--- src/rtl/fetch_unit.sv ---
// Instruction fetch unit: a combinational-read instruction memory feeds a small
// prefetch FIFO; the decoder consumes the head under a valid/ready handshake.
module fetch_unit #(
    parameter logic [31:0] RESET_PC = 32'h0000_0000,
    parameter logic [31:0] PC_INC   = 32'd4,
    parameter int          DEPTH    = 2
) (
    input  logic        clk,
    input  logic        reset,
    input  logic        i_fetch_en,
    input  logic        i_redirect,
    input  logic [31:0] i_redirect_pc,
    output logic [31:0] o_imem_addr,
    input  logic [31:0] i_imem_instr,
    output logic        o_valid,
    input  logic        i_ready,
    output logic [31:0] o_instr,
    output logic [31:0] o_pc,
    output logic [2:0]  o_count
);

    localparam int         PTR_W   = (DEPTH > 2) ? 2 : 1;
    localparam logic [2:0] DEPTH_C = 3'(DEPTH);

    logic [31:0]      fetch_pc_reg;
    logic [2:0]       count_reg;
    logic [2:0]       count_next;
    logic [PTR_W-1:0] head_reg;
    logic [PTR_W-1:0] tail_reg;
    logic [31:0]      pc_mem    [DEPTH];
    logic [31:0]      instr_mem [DEPTH];
    logic             pop;
    logic             push;
    logic             not_empty;

    assign not_empty = (count_reg != 3'd0);
    assign pop       = not_empty & i_ready;
    assign push      = i_fetch_en & ~i_redirect & ((count_reg < DEPTH_C) | pop);

    always_comb begin
        count_next = count_reg;
        case ({push, pop})
            2'b10:   count_next = count_reg + 3'd1;
            2'b01:   count_next = count_reg - 3'd1;
            default: count_next = count_reg;
        endcase
    end

    // Redirect wins over everything: flush the buffer and restart at the new PC.
    always_ff @(posedge clk or negedge reset) begin
        if (!reset) begin
            fetch_pc_reg <= RESET_PC;
            count_reg    <= 3'd0;
            head_reg     <= '0;
            tail_reg     <= '0;
        end else if (i_redirect) begin
            fetch_pc_reg <= i_redirect_pc;
            count_reg    <= 3'd0;
            head_reg     <= '0;
            tail_reg     <= '0;
        end else begin
            count_reg <= count_next;
            if (push) begin
                fetch_pc_reg <= fetch_pc_reg + PC_INC;
                tail_reg     <= tail_reg + 1'b1;
            end
            if (pop) begin
                head_reg <= head_reg + 1'b1;
            end
        end
    end

    // Entry storage needs no reset; the count gates every read of it.
    always_ff @(posedge clk) begin
        if (push) begin
            pc_mem[tail_reg]    <= fetch_pc_reg;
            instr_mem[tail_reg] <= i_imem_instr;
        end
    end

    assign o_imem_addr = fetch_pc_reg;
    assign o_valid     = not_empty;
    assign o_count     = count_reg;
    assign o_pc        = not_empty ? pc_mem[head_reg]    : 32'd0;
    assign o_instr     = not_empty ? instr_mem[head_reg] : 32'd0;

endmodule

--- config.mk ---
export PLATFORM = sky130hd
export DESIGN_NAME = fetch_unit
export DESIGN_NICKNAME = d
export VERILOG_FILES = /design/src/rtl/fetch_unit.sv
export SDC_FILE = /design/constraint.sdc
export NUM_CORES = 1
export LEC_CHECK = 0
export BUFFER_PORTS_ARGS = -buffer_cell sky130_fd_sc_hd__buf_4
export CAP_MARGIN = 20
export CORE_UTILIZATION = 35
export CTS_BUF_LIST = sky130_fd_sc_hd__clkbuf_8
export DETAILED_ROUTE_END_ITERATION = 8
export SETUP_SLACK_MARGIN = 0.02
export SLEW_MARGIN = 10
export SYNTH_ARGS = -nofsm -noshare
export SYNTH_HDL_FRONTEND = slang
export SYNTH_SLANG_ARGS = --single-unit
--- constraint.sdc ---
create_clock -name clk -period 4.95 [get_ports clk]
set_clock_uncertainty 0.15 [all_clocks]
set_input_delay 0.2475 -clock clk [delete_from_list [all_inputs] [get_ports clk]]
set_output_delay 0.2475 -clock clk [all_outputs]
set_load 0.005 [all_outputs]
Word-level counts from Yosys, hierarchy flattened
Memory sizes are Yosys's and may differ from the RTL's.
Index checks and enable logic that the tools add are counted.

storage, ports and cells
  flip-flop bits (word level) = 37
  bits in latches = 0
  bits in writable memories = 128
  bits in read-only memories = 0
  input bits = 69
  output and inout bits = 100
  logic and storage cells = 35
  memories kept = 2

memories
  name       depth  width  rd ports  clocked after Yosys merged registers in  wr ports  line  source
  instr_mem  2      32     1         0                                        1         31    logic [31:0] instr_mem [DEPTH];
  pc_mem     2      32     1         0                                        1         30    logic [31:0] pc_mem [DEPTH];

operators by class
  add/subtract/negate cells = 5
  $mul = 0
  div/mod/pow operators = 0
  magnitude comparators = 1
  equal/unequal tests = 2
  shift-type cells = 0
  mux-type cells = 12
  bitwise logic cells = 5
  reduce and logical (&&, ||, !) cells = 4

operator list
  kind                   number
  $mux 32                4
  $add 32x3->32 const B  1
  $mux 1                 6
  $pmux 3 s2             1
  $reduce_bool 3->1      2
  $reduce_bool 2->1      2
  $add 3x1->3 const B    1
  $and 1x1->1            3
  $lt 3x2->1 const B     1
  $mux 3                 1
  $sub 3x1->3 const B    1
  $add 1x1->1 const B    2
  $eq 2x1->1 const B     1
  $eq 2x2->1 const B     1
  $not 1->1              1
  $or 1x1->1             1

Logic depth before layout (Yosys ltp)
  word-level depth = 7
  depth in mapped cells = 7
  mapped depth without buffers = 6

Worst setup path before layout
OpenSTA, ideal clock, no wires.

  kind = input to register
  start = input port i_redirect
  end = memory instr_mem[0][0] (enable)
  setup time = 487 ps
  arrival = 3,729 ps
  required time = 4,313 ps
  slack = 585 ps
  stages = 5
  buffers on the path = 2
  cell sequence = clkbuf_1 -> nor2b_1 -> nand2_1 -> clkbuf_1 -> nor2_1

between the ends
  longest elaborated chain between the ends = 5

RTL lines
  element                       line  source
  from (decl)                   11    input logic i_redirect,
  $not 1->1                     38    assign push = i_fetch_en & ~i_redirect & ((count_reg < DEPTH_C) | pop);
  $and 1x1->1 (2 in a row)      38
  $mux 1                        75    if (push) begin
  $mux 1 (implied by the code)  77    instr_mem[tail_reg] <= i_imem_instr;
  to (decl)                     31

No other way between the ends.

Worst setup path in the final report
  start = register count_reg[1], in the netlist o_count[1]
  end = memory pc_mem[0][24] (enable)

between the ends
  longest elaborated chain between the ends = 6
  elaborated cells between the ends (all ways) = 7
  classes of those cells = 1 x order compare; 2 x mux; 3 x bitwise; 1 x reduce/logical

RTL lines
  element                                                             line  source
  from (decl)                                                         26    logic [2:0] count_reg;
  from (signal assigned)                                              62    count_reg <= count_next;
  parallel branches: the longest is 2 deep, another holds $lt 3x2->1  --
  $or 1x1->1 (*)                                                      38
  $and 1x1->1 (*)                                                     38
  $mux 1 (*)                                                          75
  $mux 1 (implied by the code) (*)                                    76    pc_mem[tail_reg] <= fetch_pc_reg;
  to (decl)                                                           30

Mark *: on every way between the ends.

==> flow_summary.toml <==
[cells_and_area]
ff_latch_area_sq_mm = 0.004773
instances_no_fill = 1032
fin_area_sq_mm = 0.009647
n_fill_cell = 1722
number_of_nets_in_the_finished_design = 825
final_layout_size_suffix_gt1_frac = 0.2738
multi_input_comb_area_sq_mm = 0.002158
num_antenna_cells = 0
area_growth_pct = 36.85

[drt]
post_drt_wl_per_cell_um = 17.22
wl_um = 17770
drt.antenna.violating_nets = 0
drc = 0
drt_iter0_markers = 280
route.detailed.vias_per_inst = 4.958
top_signal_layer_used = "met4"
wirelength_met1_um = 7619
wl_met2_um = 9084
wl_met3_um = 851
detail_route.first_pass.iterations = 4
via_count = 5117

[worst_setup_path]
critical_path_arrival_ns = 3.40
setup.worst_path.end_class = "flip-flop"
setup_crit_start_kind = "flip-flop"
critical_path_data_required_time_ns = 4.87
path_class = "flip-flop to flip-flop"
r2r_slack_ns = 1.46
critical_path_start = "o_count[1]"
worst_r2r_startpoint = "o_count[1]"
critPathMaxFanout = 54

[sta]
final-setup-viol-count = 0
final.setup.tns_ns = 0
final.min_clock_period_ns = 3.488
maxClockFrequency_ghz = 0.2867
min_period_over_period = 0.7047
final_hold_vio_count = 0
report.final.slew_viol_count = 0
setup_repair_after_global_routing_missed_its_margin = "false"
tightest_slew_ns = 0.9745
slew-limit-headroom = 0.3503

[power]
switching_share = 0.2694
power.clock.fraction = 0.292
pwrdens_mw_per_mm2 = 347.4
power_switching_uw = 902.7
power_leakage_nw = 3.682
share_seq_of_total_power = 0.507
internal_power_mw = 2.448
power.combinational.fraction = 0.201
vdd.ir_drop.worst_v = 0.0001780

[global_route]
via_count_of_the_first_global_routing_pass = 5059
grt_antenna_before_repair = 0
global_route_wire_length_before_repair_um = 26690
largest_net_degree_at_the_start_of_global_routing = 66
global_route.usage.total = 0.1739
grt.overflow.total = 0

[outcome]
status = "finished clean"

[floorplanning]
design.die.area_sq_mm = 0.02071
floorplan.io_pins = 169
core.rowCount = 51
core_area_sq_mm = 0.01959
dieWidth_um = 143.9
die_height_um = 143.9
initial_core_util = 0.3598

[synth]
synth.largest_area_cell = "sky130_fd_sc_hd__edfxtp_1"
number_of_flops_mapped_to_enable_cells_by_yosys = 128
synth.yosys.seq_area_share = 0.6766
synth-seq-cells = 165
postSynth.topFlopCell = "sky130_fd_sc_hd__edfxtp_1"
netlist_area_before_placement_sq_mm = 0.007049
post_synth_xor_area_fraction = 0.007455
synth_top_family_by_area = "simple AND/OR/NAND/NOR gates"
synthesis.yosys.warnings = 0
synth_mux_area_frac = 0.09833
postSynthCellCount = 529
yosys-top-cells-area = "sky130_fd_sc_hd__edfxtp_1, sky130_fd_sc_hd__dfrtp_1, sky130_fd_sc_hd__mux2i_1"
synth_simple_gate_area_frac = 0.1418
syn_nets = 600
postSynthAreaPerCell_sq_um = 13.33
synthesized_area_fraction_occupied_by_ao_oa_aoi_and_oai_cells = 0.05147
post-synth-top-area-fraction = 0.5453
count_of_different_cell_masters_after_synthesis = 49
synthAdderAreaFrac = 0.004615
share_of_synthesized_flip_flops_with_an_asynchronous_set_or_reset = 0.2242

[clocking]
cts_tree = "done"
cts-root-buf = "sky130_fd_sc_hd__clkbuf_8"
cts.sinks = 165
clkLatencyLatePin_ns = 0.44
max-clock-path-buffers = 2
cts.repair_timing.setup_buffer_count = 0
clock_transition_at_the_registers_of_the_reported_paths_ns = 0.09
cts_inserted_buffers = 17
htree_levels = 4

[flow_run]
maxCapViolations = 0

[min_path]
hold_path_startpoint = "i_redirect"
timing.hold.worst.class = "input port to flip-flop"

[place]
half_perimeter_wire_length_after_detailed_placement_um = 11330
finalWeightedCongestion = 0.8092
placedInstanceArea_sq_mm = 0.008586
placement.io_buffers = 168
place_inst = 934
## placed cells by master, fill, tap and decap left out, types with 4 or more instances in the layout
master / Yosys / layout
sky130_fd_sc_hd__nand3_1: 27 / 27
sky130_fd_sc_hd__mux2i_1: 67 / 67
sky130_fd_sc_hd__inv_1: 5 / 9
sky130_fd_sc_hd__nor3_1: 5 / 4
sky130_fd_sc_hd__buf_4: 1 / 170
sky130_fd_sc_hd__or4_1: 13 / 13
sky130_fd_sc_hd__xor2_1: 4 / 4
sky130_fd_sc_hd__dfrtp_1: 37 / 36
sky130_fd_sc_hd__nor2_1: 75 / 74
sky130_fd_sc_hd__dlygate4sd3_1: 0 / 66
sky130_fd_sc_hd__edfxtp_1: 128 / 128
sky130_fd_sc_hd__o211ai_1: 9 / 9
sky130_fd_sc_hd__o31ai_1: 4 / 4
sky130_fd_sc_hd__nand2_1: 40 / 40
sky130_fd_sc_hd__nand4_1: 9 / 9
sky130_fd_sc_hd__o21ai_0: 9 / 9
sky130_fd_sc_hd__o311ai_0: 10 / 10
sky130_fd_sc_hd__clkbuf_8: 0 / 17
sky130_fd_sc_hd__and3_1: 6 / 5
sky130_fd_sc_hd__and4_1: 7 / 7
sky130_fd_sc_hd__clkinvlp_4: 0 / 4
## synthesized netlist by cell type (all sizes together), types with 4 or more instances
| master | n |
|---|---|
| edfxtp | 128 |
| nor2 | 75 |
| mux2i | 67 |
| nand2 | 40 |
| dfrtp | 37 |
| nand3 | 27 |
| clkbuf | 24 |
| or4 | 13 |
| o311ai | 10 |
| nand4 | 9 |
| o211ai | 9 |
| o21ai | 9 |
| and4 | 7 |
| buf | 7 |
| and3 | 6 |
| inv | 5 |
| nor3 | 5 |
| o31ai | 4 |
| xor2 | 4 |
## layer usage
| layer | vias up | GRT usage |
|---|---|---|
| li1 | 2448 | - |
| met1 | 2509 | 0.2130 |
| met2 | 145 | 0.3008 |
| met3 | 15 | 0.04232 |
| met4 | 0 | 0.05319 |
| met5 | - | 0 |
## worst max-delay path: stages (launching register included)
cell and delay, ns:
sky130_fd_sc_hd__dfrtp_1 0.48, sky130_fd_sc_hd__o21bai_1 0.66, sky130_fd_sc_hd__nand2_1 0.65, sky130_fd_sc_hd__nor2_4 0.47
sky130_fd_sc_hd__buf_4 0.66
## path summary, 6_finish.rpt
| kind | end | cells past startpoint |
|---|---|---|
| max | pc_mem[0][24] | 4 |
| min in group asynchronous | o_count[0] | 2 |
| min reg2reg | pc_mem[1][1] | 0 |
| max in group asynchronous | head_reg | 2 |
| max reg2reg | pc_mem[0][24] | 4 |
| min | tail_reg | 2 |
## power groups by stage
stage          Combinational [mW]  Clock (mW)  Sequential (mW)
2_1_floorplan               0.320           0             1.69
3_3_place_gp                0.600           0             1.75
3_5_place_dp                0.641           0             1.73
4_1_cts                     0.685       0.997             1.70
5_1_grt                     0.746        1.06             1.71
6_report                    0.674       0.977             1.70
## area by class of cell
class                           count  share of cell area
Timing Repair Buffer              237              0.2036
Inverter                            5            0.001946
Multi-Input combinational cell    328              0.2237
Clock buffer                       17             0.02425
Tap cell                          265             0.03437
Sequential cell                   165              0.4948
Clock inverter                     15             0.01725
## cells by family after synthesis
kind of cell | after synthesis
buffers and inverters | 36
xor gates and xnor gates | 6
AOI/OAI and AO/OA | 48
and+or+nand+nor | 203
adders and majority gates | 2
DFF | 165
muxes | 69
## metrics by stage
step,hold slack (ns),util,setup WS (ns),power (mW)
6_report,0.1271,0.4924,1.462,3.351
5_1_grt,0.1174,0.4924,1.172,3.523
4_1_cts,0.09239,0.4924,1.436,3.384
3_5_place_dp,0.1107,0.4383,1.468,2.374
3_3_place_gp,0.1034,0.4369,1.628,2.354
2_1_floorplan,-0.1981,-,0.5848,2.009
## timing repair
action	CTS	global route
hold endpoints to repair	134	0
endpoints found under the setup margin	0	0
hold buffers	66	0
resized for setup	0	0
Power figures use the tool's default switching activity.
